==> src/rtl/rob_commit.sv <==
// In-order reorder buffer: allocates positions at issue, records CDB completions,
// and retires one entry per cycle to the regfile, flushing on a mispredicted retire.
module rob_commit #(
    parameter int ROB_BITS = 4,
    parameter int DATA_W   = 32,
    parameter int REG_W    = 5
) (
    input  logic                clk,
    input  logic                reset,
    input  logic                ready,
    input  logic                alloc_valid,
    input  logic [REG_W-1:0]    alloc_rd,
    output logic                alloc_full,
    output logic [ROB_BITS-1:0] alloc_robpos,
    input  logic                cdb_valid,
    input  logic [ROB_BITS-1:0] cdb_robpos,
    input  logic [DATA_W-1:0]   cdb_val,
    input  logic                cdb_mispredict,
    input  logic [DATA_W-1:0]   cdb_target,
    output logic                unlock,
    output logic [REG_W-1:0]    unlock_rd,
    output logic [ROB_BITS-1:0] unlock_robpos,
    output logic [DATA_W-1:0]   unlock_val,
    output logic                clear,
    output logic [DATA_W-1:0]   redirect_pc,
    output logic [ROB_BITS:0]   rob_count
);

    localparam int DEPTH = 1 << ROB_BITS;
    localparam logic [ROB_BITS:0] FULL_COUNT = (ROB_BITS+1)'(DEPTH);

    logic [ROB_BITS-1:0] head;
    logic [ROB_BITS-1:0] tail;
    logic [ROB_BITS:0]   count;
    logic [DEPTH-1:0]    busy;
    logic [DEPTH-1:0]    done;

    logic [REG_W-1:0]    rd_mem     [DEPTH];
    logic [DATA_W-1:0]   val_mem    [DEPTH];
    logic [DATA_W-1:0]   target_mem [DEPTH];
    logic                mp_mem     [DEPTH];

    logic commit;
    logic alloc_fire;
    logic cdb_fire;

    assign alloc_full   = (count == FULL_COUNT);
    assign alloc_robpos = tail;
    assign rob_count    = count;

    // Commit looks only at registered done, so a completion to head retires next cycle.
    assign commit     = ready && (count != '0) && done[head];
    assign alloc_fire = ready && !clear && alloc_valid && !alloc_full;
    assign cdb_fire   = cdb_valid && busy[cdb_robpos] && !clear;

    // NOTE: every combinational output gets a default first so no path can infer a latch.
    always_comb begin
        unlock        = 1'b0;
        unlock_rd     = '0;
        unlock_robpos = '0;
        unlock_val    = '0;
        clear         = 1'b0;
        redirect_pc   = '0;
        if (commit) begin
            unlock        = 1'b1;
            unlock_rd     = rd_mem[head];
            unlock_robpos = head;
            unlock_val    = val_mem[head];
            if (mp_mem[head]) begin
                clear       = 1'b1;
                redirect_pc = target_mem[head];
            end
        end
    end

    // NOTE: state uses non-blocking assignments so every read sees the pre-edge value.
    always_ff @(posedge clk or posedge reset) begin
        if (reset) begin
            head  <= '0;
            tail  <= '0;
            count <= '0;
            busy  <= '0;
            done  <= '0;
        end else if (clear) begin
            head  <= '0;
            tail  <= '0;
            count <= '0;
            busy  <= '0;
            done  <= '0;
        end else begin
            if (cdb_fire) begin
                done[cdb_robpos] <= 1'b1;
            end
            if (alloc_fire) begin
                busy[tail] <= 1'b1;
                done[tail] <= 1'b0;
                tail       <= tail + ROB_BITS'(1);
            end
            if (commit) begin
                busy[head] <= 1'b0;
                done[head] <= 1'b0;
                head       <= head + ROB_BITS'(1);
            end
            case ({alloc_fire, commit})
                2'b10:   count <= count + (ROB_BITS+1)'(1);
                2'b01:   count <= count - (ROB_BITS+1)'(1);
                default: count <= count;
            endcase
        end
    end

    // NOTE: payload storage is not reset; busy/done gate every observable use of it.
    always_ff @(posedge clk) begin
        if (alloc_fire) begin
            rd_mem[tail] <= alloc_rd;
        end
        if (cdb_fire) begin
            val_mem[cdb_robpos]    <= cdb_val;
            mp_mem[cdb_robpos]     <= cdb_mispredict;
            target_mem[cdb_robpos] <= cdb_target;
        end
    end

endmodule

==> config.mk <==
export PLATFORM = sky130hd
export DESIGN_NAME = rob_commit
export DESIGN_NICKNAME = d
export VERILOG_FILES = /design/src/rtl/rob_commit.sv
export SDC_FILE = /design/constraint.sdc
export NUM_CORES = 1
export LEC_CHECK = 0
export CORE_AREA = 2 2 276 278
export CTS_CLUSTER_SIZE = 12
export DETAILED_ROUTE_END_ITERATION = 12
export DIE_AREA = 0 0 278 280
export HOLD_SLACK_MARGIN = 0.15
export PLACE_DENSITY = 0.79
export SLEW_MARGIN = 20
export SYNTH_ARGS = -nofsm -noshare
export SYNTH_HDL_FRONTEND = slang
export SYNTH_SLANG_ARGS = --single-unit
export TNS_END_PERCENT = 10
==> constraint.sdc <==
create_clock -name clk -period 10.22 [get_ports clk]
set_input_delay 3.066 -clock clk [delete_from_list [all_inputs] [get_ports clk]]
set_output_delay 3.066 -clock clk [all_outputs]
set_load 0.05 [all_outputs]
==> impl_metrics.ini, run 1 <==
[grt]
grt_pass1_wl_um = 157000
antenna_found_initial = 9
grt_usage = 0.283
grt_pass1_vias = 22600
grt_max_degree = 141
grt_overflow_total = 0

[power]
peakVddDrop_mv = 0.152
clkPwrFrac = 0.406
intPower_uw = 7250
p_switching_uw = 1720
power_density_mw_per_mm2 = 175
combPwrFrac = 0.011
p_seq_frac = 0.584
netSwitchingFraction = 0.192
leakage_uw = 0.0164

[clock_tree]
cts_root_buffer = clkbuf_16
clk_pin_slew_ps = 60
cts_tree = done
cts_made_buffers = 111
postCtsResizedCells = 0
clk_latency_ps = 670
clock_sinks = 1165
post_cts_buffers = 0
clk_path_buf_depth = 3
htreeDepth = 3
holdBufCountCts = 0

[placed_design]
dp_hpwl_um = 53300
gp_congestion = 0.874
dpl_cell_area_mm2 = 0.0481
post-place-ws_ps = 938
io_buffers = 163

[yosys]
synth_edf_count = 1120
synth_cells = 1925
async_flop_share = 0.0386
synth_top_family_by_area = multiplexers
synth.area.top_cells = edfxtp_1, mux4_2, dfrtp_1
synth.distinct_cells = 52
synth_xor_area_frac = 0.00116
synth_compound_area_frac = 0.0137
ys_ff_latch = 1165
synthAdderAreaFrac = 0.00277
synthSimpleGateAreaFrac = 0.0213
syn_area_mm2 = 0.0451
yosysTopAreaCellShare = 0.745
syn_nets = 2014
synth_top_area_cell = edfxtp_1
ys.flop_type = edfxtp_1
synth.area.mux_share = 0.180
yosys_warnings = 0
ys_seq_area_frac = 0.770
avgSynthCellArea_um2 = 23.4

[final_layout]
most-common-layout-cells = edfxtp_1, mux4_2, clkdlybuf4s50_1
final_nets = 2232
final_common_cell = edfxtp_1
area_delta_synth_final_pct = 13.4
layout-drive-gt1-share = 0.264
stdcell_area_mm2 = 0.0512

[setup_path]
slowest_stage = clkdlybuf4s50_1
cp.arrival_ps = 6260
crit_type = input port to output port
reg2reg_depth = 9
worstPathRequired_ps = 7150
worstReg2RegEnd = val_mem[2][10]$_DFFE_PP_
r2r_slack_ps = 4270
regToRegStartpoint = head[2]$_DFFE_PP0P_
slowest_delay_ps = 830
worstPathCellList = clkdlybuf4s50_1 -> o21ai_1 -> or4_1 -> inv_2 -> nor2_2 -> inv_2 -> buf_12 -> and2_1 -> clkdlybuf4s50_1
worst_setup_path_start_kind = input port
critPathMaxFanout = 31
crit_path_end_kind = output port

[sta]
setup_ws_ps = 892
setup_viol = 0
finClkSkew_ps = 26.4
fin_crit_sh = 0.913
hold_viol = 0
fmax_mhz = 107
rsz0062_at_grt = no
drv_slew = 0
fin_crit_ps = 9330
tightest_slew_ps = 1040
relSlewSlack = 0.307

[die]
start_util = 0.600
core_mm2 = 0.0752
dieArea_mm2 = 0.0778
die_h_um = 280
io_pins = 164
die_width_um = 278
fp-row-count = 101

[outcome]
violations = design-rule violations
status = finished, violations left

[detailed_routing]
drc_errors = 2
drtIter0Drc = 2936
firstDrtPassIters = 12
vias_per_cell = 6.84
via_count = 21700
wl_per_cell_um = 34.1
ant_nets = 0
finalWirelength_um = 108000

[hold_path]
worstHoldEndpoint = busy[5]$_DFF_PP0_
min_path_type = register to register
holdCritStartpoint = busy[5]$_DFF_PP0_
hold_depth = 1

[run]
cap_violations = 0
kinds of logic (layout without fill, tap and decap cells):
kind of cell,after synthesis,after routing
AO/OA/AOI/OAI,78,78
XOR/XNOR,6,6
adder cells (fa/ha/maj),10,10
buffers and inverters,126,385
flip-flops,1165,1165
multiplexers,367,367
other,0,6
AND/OR/NAND/NOR,173,173
cell usage after synthesis (all sizes together), types with 13 or more instances:
master and count:
edfxtp 1120, dfrtp 45, o21ai 13, nor2 34, inv 23, nand2 21, nor2b 38, and2 39
mux4 354, o221a 14, clkbuf 69, a21oi 15, buf 34
sequential cells by signal (all words and copies together) (netlist names):
register and flops:
done 16, target_mem 512, rob_count 5, busy 16, head 4, val_mem 512
alloc_robpos 4, rd_mem 80, mp_mem 16
layout make-up:
| class | count | area [um2] |
|---|---|---|
| antenna | 6 | 15.0 |
| clock buffer | 139 | 2940 |
| clock inverter | 15 | 93.8 |
| fill | 4312 | 24000 |
| inverter | 23 | 86.3 |
| multi-input combinational | 634 | 10000 |
| sequential | 1165 | 34800 |
| tap | 978 | 1220 |
| timing repair buffer | 208 | 2070 |
through the flow:
stage               cells  total power [uW]   util  hold slack [ps]  setup TNS (ps)
finish               3168              8960  0.681              490               0
global route         3166              9160  0.681              511               0
CTS                  3161              9000  0.680              490               0
detailed placement   3007              5420  0.640              476               0
global placement     3006              5410  0.640              466               0
floorplan            1925              5340      -              455         -150520
worst max path at each step:
stage	startpoint	end	slack [ps]	depth (start not counted)
3_5_place_dp	ready	unlock_val[11]	940	9
2_1_floorplan	cdb_robpos[1]	done[12]$_DFF_PP0_	-1210	7
3_3_place_gp	ready	unlock_val[21]	1060	9
4_1_cts	ready	unlock_val[18]	890	9
6_report	ready	unlock_val[18]	890	9
5_1_grt	ready	unlock_val[18]	760	9
per-layer routing:
layer / vias to the layer above / wire, um / track usage
li1: 8574 / - / -
met4: 10 / 3630 / 0.102
met2: 1323 / 56100 / 0.479
met3: 250 / 9150 / 0.0465
met1: 11500 / 39000 / 0.381
met5: - / 65 / 0
power by group through the flow:
| stage | sequential, uW | clock [uW] | combinational, uW |
|---|---|---|---|
| final | 5230 | 3640 | 96.1 |
| after global routing | 5230 | 3830 | 105 |
| after CTS | 5230 | 3670 | 94.9 |
| after detailed placement | 5330 | 0 | 93.4 |
| after global placement | 5330 | 0 | 83.8 |
| after floorplan | 5330 | 0 | 6.64 |
worst max-delay path, delay by kind of cell:
family	cells	cell delay (ps)
buf+inv	5	2160
simple gates	3	840
compound gates	1	120
(Power assumes the default switching activity.)
==> run 2, diff against run 1 <==
- CORE_AREA: 2 2 276 278 -> 2 2 290 292
- DIE_AREA: 0 0 278 280 -> 0 0 292 294
- PLACE_DENSITY: 0.79 -> 0.75
- RECOVER_POWER: not set -> 100
- clock period: 10.22 -> 8.3 ns (I/O delays scaled with it)
==> run 2 against run 1 <==
  * The flow finishes with violations (max-capacitance violations, max-slew violations)
  * Combinational power rose by 11%
  * Critical endpoint is now clear
  * Sequential cell count did not move
  * Largest power group unchanged
  * First-iteration DRC count fell by 15%
  * Clock power rose by 26%
  * Final area rose by 0.45%
==> impl_metrics.ini, run 2 (synthesis results as in run 1) <==
[detailed_routing]
via_count = 21200
wl_met2_um = 52000
wl_per_cell_um = 30.7
routed.top_layer = met5
firstDrtPassIters = 5
finalWirelength_um = 101000
drc_errors = 0
wl_met1_um = 38800
drtIter0Drc = 2505
vias_per_cell = 6.45
ant_nets = 0
met3_length_um = 7550

[setup_path]
reg2reg_depth = 8
crit_type = input port to output port
worst_setup_path_start_kind = input port
regToRegStartpoint = head[3]$_DFFE_PP0P_
worstPathRequired_ps = 5810
r2r_slack_ps = 1500
critPathMaxFanout = 19
startpoint = ready
worstReg2RegEnd = val_mem[11][5]$_DFFE_PP_
endpoint = clear
crit_path_end_kind = output port
cp.arrival_ps = 5440

[outcome]
violations = max-capacitance violations, max-slew violations
status = finished, violations left

[placed_design]
post-place-ws_ps = 532
gp_congestion = 0.855
io_buffers = 163
dp_hpwl_um = 51200
dpl_cell_area_mm2 = 0.0486

[sta]
fin_crit_ps = 7930
fmax_mhz = 126
hold_viol = 0
tightest_slew_ps = 3490
relSlewSlack = -1.32
rsz0062_at_grt = no
finClkSkew_ps = 24.6
drv_slew = 910
setup_viol = 0
holdWs_ps = 490
fin_crit_sh = 0.956
setup_ws_ps = 365

[hold_path]
min_path_type = register to register

[clock_tree]
postCtsResizedCells = 0
clock_sinks = 1165
clk_path_buf_depth = 3
cts_tree = done
holdBufCountCts = 0
htreeDepth = 3
clk_latency_ps = 670
clk_pin_slew_ps = 60
post_cts_buffers = 0
cts_made_buffers = 112
cts_root_buffer = clkbuf_16

[die]
fp-row-count = 106
start_util = 0.545
io_pins = 164
die_h_um = 294
dieArea_mm2 = 0.0858
core_mm2 = 0.0829
die_width_um = 292

[final_layout]
layout-drive-gt1-share = 0.266
final_nets = 2230
most-common-layout-cells = edfxtp_1, mux4_2, clkbuf_16
final_common_cell = edfxtp_1
reg_top3 = target_mem: 512 flops, val_mem: 512 flops, rd_mem: 80 flops
area_delta_synth_final_pct = 13.9
stdcell_area_mm2 = 0.0514

[run]
cap_violations = 23

[grt]
grt_pass1_vias = 22000
grt_usage = 0.239
grt_overflow_total = 0
antenna_found_initial = 22
grt_pass1_wl_um = 148000
grt_max_degree = 119

[power]
peakVddDrop_mv = 0.161
power_density_mw_per_mm2 = 216
leakage_uw = 0.0166
-- run 2: routing by layer --
| layer | up-vias | GRT usage |
|---|---|---|
| met5 | - | 0 |
| met4 | 14 | 0.0641 |
| met3 | 181 | 0.0437 |
| met2 | 1043 | 0.404 |
| met1 | 11300 | 0.324 |
| li1 | 8596 | - |
-- run 2: area by class of cell --
| type | count | area (um2) |
|---|---|---|
| fillers | 5368 | 31500 |
| multi-input cells | 634 | 9890 |
| repair buffers | 205 | 2140 |
| clock inverters | 12 | 97.6 |
| clock buffers | 160 | 3090 |
| well taps | 1080 | 1350 |
| flip-flops and latches | 1165 | 34800 |
| diodes | 4 | 10.0 |
| inverters | 23 | 86.3 |
-- run 2: worst min-delay path by stage --
stage | startpoint | to | slack, ps | cells past startpoint
after global placement | busy[4]$_DFF_PP0_ | busy[4]$_DFF_PP0_ | 470 | 1
after global routing | busy[10]$_DFF_PP0_ | busy[10]$_DFF_PP0_ | 510 | 1
after floorplan | busy[10]$_DFF_PP0_ | busy[10]$_DFF_PP0_ | 450 | 1
after CTS | busy[13]$_DFF_PP0_ | busy[13]$_DFF_PP0_ | 490 | 1
final | busy[13]$_DFF_PP0_ | busy[13]$_DFF_PP0_ | 490 | 1
after detailed placement | busy[13]$_DFF_PP0_ | busy[13]$_DFF_PP0_ | 480 | 1
-- run 2: metrics by stage --
stage	util	instances	setup TNS [ps]	power, uW
floorplan	-	1925	-485020	6570
global placement	0.587	3103	0	6670
detailed placement	0.587	3104	0	6680
CTS	0.625	3276	0	11200
global route	0.620	3280	0	11400
finish	0.620	3283	0	11100
-- run 2: power breakdown --
| part | internal (uW) | switching [uW] | leakage (uW) |
|---|---|---|---|
| sequential | 6440 | 0 | 0.0107 |
| combinational | 27.2 | 79.7 | 0.00435 |
| clock | 2570 | 2000 | 0.00155 |
| total | 9040 | 2080 | 0.0166 |
-- run 2: worst max-delay path: stages --
cell	delay [ps]
dlygate4sd3_1	570
o21ai_0	180
or4_1	620
inv_2	140
o21ai_4	260
inv_1	270
dlygate4sd3_1	910
==> run 3, diff against run 2 <==
- CTS_CLUSTER_DIAMETER: not set -> 150
==> run 3 against run 2 <==
  * The run still ends with max-capacitance violations, max-slew violations left
  * Global-route usage rose by 0.16 points
  * Non-clock buffer count unchanged
  * Largest power group unchanged
  * Sequential power is essentially flat
  * Sequential share of layout area rose by 0.37 points
  * Utilization decreased by 0.34 points
  * Count of clock-buffer cells in the layout shrank 29
  * Critical path depth unchanged
  * Setup slack got worse by 3.8 ps
==> impl_metrics.ini, run 3 (synthesis results as in run 1) <==
[outcome]
status = finished, violations left
violations = max-capacitance violations, max-slew violations

[placed_design]
gp_congestion = 0.855
post-place-ws_ps = 532
dp.cells = 3104
io_buffers = 163
dp_hpwl_um = 51200

[sta]
hold_viol = 0
tns_ps = 0
setup_ws_ps = 362
fin_crit_ps = 7940
rsz0062_at_grt = no
fin_crit_sh = 0.956
relSlewSlack = -1.23
finClkSkew_ps = 24.9
fmax_mhz = 126
tightest_slew_ps = 3350
setup_viol = 0
drv_slew = 929

[final_layout]
area_delta_synth_final_pct = 13.3
most-common-layout-cells = edfxtp_1, mux4_2, clkbuf_16
fin_util = 0.617
finalNonFillerCells = 3246
final_nets = 2225
reg_top3 = target_mem: 512 flops, val_mem: 512 flops, rd_mem: 80 flops
layout-drive-gt1-share = 0.264
final_common_cell = edfxtp_1

[setup_path]
worstPathCellList = dlygate4sd3_1 -> o21ai_0 -> or4_1 -> inv_2 -> o21ai_4 -> inv_1 -> dlygate4sd3_1
cp_top_family = buffers and inverters
path_buf_inv = 4
path_common_cell = dlygate4sd3_1
reg2reg_depth = 8
slowest_stage = dlygate4sd3_1
critPathMaxFanout = 19
slowest_delay_ps = 910
worst_setup_path_start_kind = input port
cp_num_cells = 7
cp.arrival_ps = 5450
worstPathRequired_ps = 5810
crit_type = input port to output port
crit_path_end_kind = output port

[clock_tree]
clock_sinks = 1165
postCtsResizedCells = 0
cts_root_buffer = clkbuf_16
cts_tree = done
htreeDepth = 3
post_cts_buffers = 0
clk_path_buf_depth = 3
cts_made_buffers = 107
holdBufCountCts = 0
clk_pin_slew_ps = 70
clk_latency_ps = 670

[die]
start_util = 0.545
die_h_um = 294
core_mm2 = 0.0829
dieArea_mm2 = 0.0858
die_width_um = 292
fp-row-count = 106
io_pins = 164

[detailed_routing]
ant_nets = 0
drc_errors = 0
finalWirelength_um = 102000
drtIter0Drc = 2406
firstDrtPassIters = 8
via_count = 21200
vias_per_cell = 6.52
wl_per_cell_um = 31.4

[hold_path]
min_path_type = register to register
hold_depth = 1

[grt]
grt_overflow_total = 0
grt_pass1_wl_um = 149000
grt_max_degree = 119
antenna_found_initial = 21
grt_pass1_vias = 22100
grt_usage = 0.240

[power]
peakVddDrop_mv = 0.176
power_uw = 10900
power_density_mw_per_mm2 = 213
leakage_uw = 0.0164

[run]
cap_violations = 24
[run 3: layout make-up]
class / instances / area [um2]
diodes: 3 / 7.51
fillers: 5406 / 31700
repair buffers: 205 / 2140
inverters: 23 / 86.3
clock buffers: 131 / 2830
well taps: 1080 / 1350
multi-input cells: 634 / 9890
clock inverters: 5 / 68.8
flip-flops and latches: 1165 / 34800
[run 3: worst paths after layout]
path                                                 to           startpoint  slack (ps)
min in group asynchronous   alloc_robpos[3]$_DFFE_PP0P_                reset        2860
hold / removal                        busy[1]$_DFF_PP0_    busy[1]$_DFF_PP0_         490
setup / recovery                                  clear                ready         360
hold reg to reg                       busy[1]$_DFF_PP0_    busy[1]$_DFF_PP0_         490
setup reg to reg           target_mem[11][20]$_DFFE_PP_  head[3]$_DFFE_PP0P_        1680
max in group asynchronous           head[2]$_DFFE_PP0P_                reset        4140
[run 3: power by group]
group | internal (uW) | switching [uW]
Combinational | 27.2 | 80.9
Clock | 2360 | 1960
Sequential | 6440 | 0
Total | 8830 | 2040
[run 3: worst register-to-register path: cells and delay by family, from the launching register on]
family,cells,cell delay (ps)
buf+inv,2,1560
compound gates,1,370
flops,1,730
simple gates,2,2440
mux,3,1050
[run 3: through the flow]
stage / area (um2) / hold slack, ps
2_1_floorplan: 45100 / 455
3_3_place_gp: 48600 / 471
3_5_place_dp: 48600 / 477
4_1_cts: 51500 / 491
5_1_grt: 51100 / 498
6_report: 51200 / 494
[run 3: routing by layer]
layer	GRT usage	routed length, um
met1	0.323	39300
met2	0.408	51900
met5	0	128
met3	0.0452	7880
met4	0.0669	2550
